`src/rtl/mem_port_arbiter.sv`:
```
// Two-port round-robin arbiter in front of the backing data memory.
// Serialises line reads / word writes and force-completes stuck accesses via a watchdog.
module mem_port_arbiter #(
  parameter int unsigned ADDR_W  = 10,
  parameter int unsigned DATA_W  = 32,
  parameter int unsigned LINE_W  = 128,
  parameter int unsigned TIMEOUT = 15
) (
  input  logic              clk,
  input  logic              RST,
  input  logic              r0_req,
  input  logic              r0_we,
  input  logic [ADDR_W-1:0] r0_addr,
  input  logic [DATA_W-1:0] r0_wdata,
  output logic              r0_ack,
  output logic [LINE_W-1:0] r0_rdata,
  input  logic              r1_req,
  input  logic [ADDR_W-1:0] r1_addr,
  output logic              r1_ack,
  output logic [LINE_W-1:0] r1_rdata,
  output logic              err,
  output logic              mem_rd_en,
  output logic              mem_wr_en,
  output logic [ADDR_W-1:0] mem_addr,
  output logic [DATA_W-1:0] mem_wdata,
  input  logic [LINE_W-1:0] mem_rdata,
  input  logic              mem_ready,
  output logic              busy
);

  localparam int unsigned CNT_W = (TIMEOUT > 1) ? $clog2(TIMEOUT) : 1;

  localparam logic [1:0] S_IDLE   = 2'd0;
  localparam logic [1:0] S_ACCESS = 2'd1;
  localparam logic [1:0] S_RESP   = 2'd2;

  logic [1:0]        state_q, state_d;
  logic              owner_q, owner_d;
  logic              we_q, we_d;
  logic              last_grant_q, last_grant_d;
  logic [CNT_W-1:0]  cnt_q, cnt_d;
  logic              grant1;

  logic              r0_ack_d, r1_ack_d, err_d, busy_d;
  logic              mem_rd_en_d, mem_wr_en_d;
  logic [LINE_W-1:0] r0_rdata_d, r1_rdata_d;
  logic [ADDR_W-1:0] mem_addr_d;
  logic [DATA_W-1:0] mem_wdata_d;

  // State and registered outputs
  always_ff @(posedge clk or negedge RST) begin
    if (!RST) begin
      state_q      <= S_IDLE;
      owner_q      <= 1'b0;
      we_q         <= 1'b0;
      last_grant_q <= 1'b1;
      cnt_q        <= '0;
      r0_ack       <= 1'b0;
      r1_ack       <= 1'b0;
      err          <= 1'b0;
      busy         <= 1'b0;
      mem_rd_en    <= 1'b0;
      mem_wr_en    <= 1'b0;
      r0_rdata     <= '0;
      r1_rdata     <= '0;
      mem_addr     <= '0;
      mem_wdata    <= '0;
    end else begin
      state_q      <= state_d;
      owner_q      <= owner_d;
      we_q         <= we_d;
      last_grant_q <= last_grant_d;
      cnt_q        <= cnt_d;
      r0_ack       <= r0_ack_d;
      r1_ack       <= r1_ack_d;
      err          <= err_d;
      busy         <= busy_d;
      mem_rd_en    <= mem_rd_en_d;
      mem_wr_en    <= mem_wr_en_d;
      r0_rdata     <= r0_rdata_d;
      r1_rdata     <= r1_rdata_d;
      mem_addr     <= mem_addr_d;
      mem_wdata    <= mem_wdata_d;
    end
  end

  // Next state and next output values
  always_comb begin
    state_d      = state_q;
    owner_d      = owner_q;
    we_d         = we_q;
    last_grant_d = last_grant_q;
    cnt_d        = cnt_q;
    grant1       = 1'b0;
    r0_ack_d     = 1'b0;
    r1_ack_d     = 1'b0;
    err_d        = 1'b0;
    mem_rd_en_d  = 1'b0;
    mem_wr_en_d  = 1'b0;
    r0_rdata_d   = r0_rdata;
    r1_rdata_d   = r1_rdata;
    mem_addr_d   = mem_addr;
    mem_wdata_d  = mem_wdata;

    case (state_q)
      S_IDLE: begin
        if (r0_req || r1_req) begin
          // Port 1 wins when alone, or on a tie when port 0 was granted last
          grant1       = r1_req && (!r0_req || !last_grant_q);
          owner_d      = grant1;
          we_d         = grant1 ? 1'b0 : r0_we;
          mem_addr_d   = grant1 ? r1_addr : r0_addr;
          mem_wdata_d  = grant1 ? '0 : r0_wdata;
          last_grant_d = grant1;
          cnt_d        = '0;
          mem_rd_en_d  = !we_d;
          mem_wr_en_d  = we_d;
          state_d      = S_ACCESS;
        end
      end
      S_ACCESS: begin
        if (mem_ready) begin
          r0_ack_d = !owner_q;
          r1_ack_d = owner_q;
          if (!we_q) begin
            if (owner_q) r1_rdata_d = mem_rdata;
            else         r0_rdata_d = mem_rdata;
          end
          state_d = S_RESP;
        end else if (cnt_q == CNT_W'(TIMEOUT - 1)) begin
          r0_ack_d = !owner_q;
          r1_ack_d = owner_q;
          err_d    = 1'b1;
          if (owner_q) r1_rdata_d = '0;
          else         r0_rdata_d = '0;
          state_d  = S_RESP;
        end else begin
          cnt_d       = cnt_q + CNT_W'(1);
          mem_rd_en_d = !we_q;
          mem_wr_en_d = we_q;
        end
      end
      S_RESP:  state_d = S_IDLE;
      default: state_d = S_IDLE;
    endcase

    busy_d = (state_d != S_IDLE);
  end

endmodule

```
`config.mk`:
```
export PLATFORM = sky130hd
export DESIGN_NAME = mem_port_arbiter
export DESIGN_NICKNAME = d
export VERILOG_FILES = /design/src/rtl/mem_port_arbiter.sv
export SDC_FILE = /design/constraint.sdc
export NUM_CORES = 1
export LEC_CHECK = 0
export BUFFER_PORTS_ARGS = -buffer_cell sky130_fd_sc_hd__buf_2
export CORE_AREA = 3 3 189 191
export DETAILED_ROUTE_END_ITERATION = 8
export DIE_AREA = 0 0 192 194
export GPL_TIMING_DRIVEN = 0
export REMOVE_ABC_BUFFERS = 1
export SLEW_MARGIN = 10
export SYNTH_ARGS = -nofsm -noshare
export SYNTH_HDL_FRONTEND = slang
export SYNTH_SLANG_ARGS = --single-unit
```
`constraint.sdc`:
```
create_clock -name clk -period 3.1 [get_ports clk]
set_input_delay 0.465 -clock clk [delete_from_list [all_inputs] [get_ports clk]]
set_output_delay 0.465 -clock clk [all_outputs]
set_load 0.02 [all_outputs]
```
# == Word-level counts from Yosys, hierarchy flattened ==
# Index checks and enable logic that the tools add are counted.
# word_totals
inputBits,186
reg_bits,313
out_inout_bits,304
# op_classes
n_reduce_logical,16
n_addsub,1
muxes,38
eq_ne,6
bitwise,1
# op_table
operator,n
$mux 128,10
$mux 32,1
$mux 1,16
$mux 4,3
$reduce_and 4->1,3
$mux 10,1
$ne 2x2->1 const B,4
$pmux 4 s2,1
$mux 2,3
$reduce_bool 2->1,3
$logic_not 1->1,5
$add 4x1->4 const B,1
$eq 4x4->1 const B,1
$pmux 1 s2,2
$pmux 2 s2,1
$eq 2x1->1 const B,1
$logic_not 2->1,1
$logic_or 1x1->1,2
$reduce_and 2->1,1
$logic_and 1x1->1,1
$not 1->1,1

# == Logic depth before layout (Yosys ltp) ==
# logic_depth
depth_word,7
depth_mapped,7
depth_no_buf,5

# == Worst setup path after synthesis ==
# Ideal clock, no wire load.
# synth_timing
path_type,flip-flop to flip-flop
startpoint,register cnt_q[0]
endpoint,register r0_rdata[30]
setup_slack_ps,1491
t_required_ps,2978
setup_time_ps,122
period_less_slack_ps,1609
stages_incl_launch_ff,8
n_path_buf,2
t_arrival_ps,1487
path_cell_list,dfrtp_1 > inv_1 > ha_1 > a31o_2 > nand4_1 > buf_2 > buf_2 > a32o_1
# synth_via
elab_chain_len,3
# synth_rtl
item,line,source
start: declaration,41,"logic [CNT_W-1:0] cnt_q, cnt_d;"
start signal: assignment,73,cnt_q <= cnt_d;
$eq 4x4->1,130,end else if (cnt_q == CNT_W'(TIMEOUT - 1)) begin
$reduce_bool 2->1 (no line),-,
$reduce_and 4->1 (no line),-,
end signal: assignment,80,r0_rdata <= r0_rdata_d;
end: declaration,16,"output logic [LINE_W-1:0] r0_rdata,"
# No other way between the ends.
# A chain may end at the register's enable or synchronous reset.

# == Worst setup path in the final report ==
# layout_timing
startpoint,register cnt_q[0]
endpoint,register r0_rdata[76]
# Same word-level chain as after synthesis.

==> flow_metrics.py <==
metrics = {
    "setup_path": {
        "required_ps": 3500,
        "cp.buffers_inverters": 7,
        "cp-end-kind": "flop",
        "path_max_fanout": 17,
        "rr_worst_depth": 11,
        "r2r_start": "cnt_q[0]",
        "cpMaxStageDelayCell": "nand4_1",
        "path_cells": "inv_1 -> ha_1 -> a31o_2 -> nand4_1 -> buf_8 -> buf_6 -> buf_8 -> buf_8 -> buf_6 -> buf_8 -> a32o_1",
        "cpMostUsedCell": "buf_8",
        "crit_type": "flop to flop",
        "r2r_setup_slack_ps": 250,
        "worstPathArrival_ps": 3260,
        "cp-start-kind": "flop",
        "critPathMaxStageDelay_ps": 410,
        "r2r_end": "r0_rdata[76]",
        "critical_path.top_delay_family": "buffers and inverters",
    },
    "synth": {
        "synth_seq_area_share_pct": 66.93,
        "avgSynthCellArea_sq_um": 15.06,
        "synth_seq_cells": 313,
        "synth_warnings": 0,
        "synth-edff-count": 0,
        "synth_cells": 777,
        "synth.distinct_cells": 36,
        "synth_area_leaders": "dfrtp_1 (67%), a32o_1 (22%), a22o_1 (2.5%), buf_2 (2.2%), clkbuf_1 (1.1%)",
        "yosys_most_used_dff": "dfrtp_1",
        "synth_top_area_share_pct": 66.71,
        "synth.largest_area_cell": "dfrtp_1",
        "syn-cell-area_sq_um": 11700,
        "synth_async_sr_flop_share_pct": 100.0,
    },
    "clocking": {
        "cts-resized-gates": 0,
        "cts-htree-levels": 2,
        "cts_tree": "done",
        "cts_max_path_buffers": 3,
        "path_clk_slew_ps": 60,
        "clock_latency_ps": 520,
        "numCtsBuffers": 35,
        "root_buffer": "clkbuf_16",
        "ctsHoldBuffers": 1,
        "clkSinkCount": 313,
        "post_cts_buffers": 0,
    },
    "power": {
        "power.density_nw_per_um2": 1192,
        "seq_power_share_pct": 35.6,
        "combPwrFrac_pct": 42.9,
        "p_leak_nw": 7.939,
        "p_sw_mw": 7.545,
        "vdd_drop_max_uv": 571.9,
        "p_clk_share_pct": 21.5,
        "intPower_mw": 11.63,
        "p_sw_share_pct": 39.35,
    },
    "floorplan": {
        "row_count": 68,
        "fp.dieW_um": 192,
        "dieArea_sq_um": 37250,
        "start_util_pct": 34.13,
        "core_sq_um": 34290,
        "fp.dieH_um": 194,
        "io_pins": 490,
    },
    "drt": {
        "dr_wl_met2_um": 18230,
        "vias_per_cell": 5.494,
        "highest-signal-layer": "met5",
        "ant_nets": 0,
        "vias": 9489,
        "wl_per_cell_um": 21.53,
        "wl_met1_um": 14580,
        "drt_iter0_markers": 545,
        "drtPass1Iterations": 5,
        "drt-total-wl_um": 37190,
        "drcViolationCount": 0,
        "wl_met3_um": 3315,
    },
    "placement": {
        "place_ws_ps": 161.4,
        "dp_cells": 1662,
        "dp_hpwl_um": 26580,
        "portBuffers": 489,
        "place.gp.congestion": 0.7916,
        "placedInstanceArea_sq_um": 14910,
    },
    "finish": {
        "final_util_pct": 46.91,
        "postLayoutCellArea_sq_um": 16080,
        "drive_gt1_share_pct": 46.49,
        "finalNonFillerCells": 1727,
        "layout_commonest_cell": "buf_2",
        "layout_common_cells": "buf_2 (487), dfrtp_1 (312), a32o_1 (255), clkbuf_16 (37), a22o_1 (34)",
        "syn_to_final_growth_pct": 37.42,
        "finalNetCount": 1433,
    },
    "grt": {
        "grt_pass1_vias": 9642,
        "grt_pass1_wl_um": 56750,
        "grt_max_degree": 122,
        "overflow": 0,
        "antenna_found_initial": 4,
        "track_usage_pct": 19.16,
    },
    "min_path": {
        "whs_path_depth": 2,
        "hold_path.class": "input port to flop",
        "hold_start": "r0_wdata[22]",
        "hold_end": "mem_wdata[22]",
    },
    "timing": {
        "finalCriticalPeriod_ps": 2853,
        "fmax_mhz": 350.5,
        "fin_crit_sh_pct": 92.04,
        "rsz0062_at_grt": "no",
        "skew_ps": 24.13,
        "hold_slack_ps": 160.0,
        "slew_viol_final": 0,
        "relSlewSlack_pct": 41.91,
        "finalSetupViolations": 0,
        "tightest_slew_ps": 868.1,
        "hold_viol": 0,
        "fin_ws_ps": 246.6,
    },
    "run": {
        "cap_violations": 0,
    },
    "outcome": {
        "status": "finished, final reports clean",
    },
}
routing by layer:
metal	track usage [%]	vias up
met3	5.406	61
met5	0	-
met4	6.692	2
li1	-	4144
met1	23.76	4854
met2	32.05	428
per-stage QoR:
step | power [mW] | setup TNS [ps]
final | 19.17 | 0
after global routing | 20.26 | 0
after CTS | 19.38 | 0
after detailed placement | 15.19 | 0
after global placement | 14.57 | -3494980
after floorplan | 11.58 | -432590
logic make-up (layout without fill, tap and decap cells):
group | after synthesis | in the layout | synth area share [%]
and+or+nand+nor | 27 | 27 | 1.336
adders and majority gates | 2 | 2 | 0.2138
muxes | 10 | 10 | 0.8553
DFF | 313 | 313 | 66.93
AOI/OAI and AO/OA | 325 | 325 | 26.19
buffers and inverters | 100 | 592 | 4.469
other | 0 | 3 | 0
worst max-delay path by stage:
stage                     slack (ps)       start           end  depth (start not counted)
after floorplan                -1690  state_q[1]   r1_rdata[0]                          3
after global placement         -8290   mem_ready  r0_rdata[65]                          4
after detailed placement         160   mem_ready  r0_rdata[18]                         10
after CTS                        220    cnt_q[0]  r0_rdata[18]                         11
after global routing              80    cnt_q[0]   r0_rdata[8]                         11
final                            250    cnt_q[0]  r0_rdata[76]                         11
final cells by class:
type / count / area (sq um)
clock inverters: 8 / 68.82
flip-flops and latches: 313 / 7834
clock buffers: 53 / 1086
multi-input cells: 364 / 3376
well taps: 455 / 569.3
diodes: 3 / 7.507
repair buffers: 528 / 3131
inverters: 3 / 11.26
fillers: 3147 / 18210
Yosys cell counts (3+ instances only):
master	number
nand4_1	3
o21ai_0	22
buf_2	52
inv_1	3
nor2_1	4
nand2_1	4
clkbuf_1	33
a22o_1	34
buf_6	10
a32o_1	255
mux2i_1	10
dfrtp_1	312
worst register-to-register path: stages (launching register included):
cell     delay, ps
dfrtp_1        390
inv_1          110
ha_1           240
a31o_2         240
nand4_1        410
buf_8          320
buf_6          170
buf_8          160
buf_8          160
buf_6          160
buf_8          160
a32o_1         220
state kept, by name (all words and copies together) (netlist names):
signal and count:
r1_ack 1, r1_rdata 128, mem_wdata 32, err 1, last_grant_q 1, mem_addr 10
r0_ack 1, we_q 1, r0_rdata 128, cnt_q 4, mem_rd_en 1, busy 1
owner_q 1, state_q 2, mem_wr_en 1
power by group through the flow:
stage               Sequential [mW]  Clock [mW]  Combinational, mW
detailed placement             6.86           0               8.33
floorplan                      9.00           0               2.58
finish                         6.82        4.12               8.23
global placement               6.84           0               7.73
global route                   7.04        4.42               8.80
CTS                            6.82        4.23               8.33
Note: power is estimated with default switching activity, not from simulation.
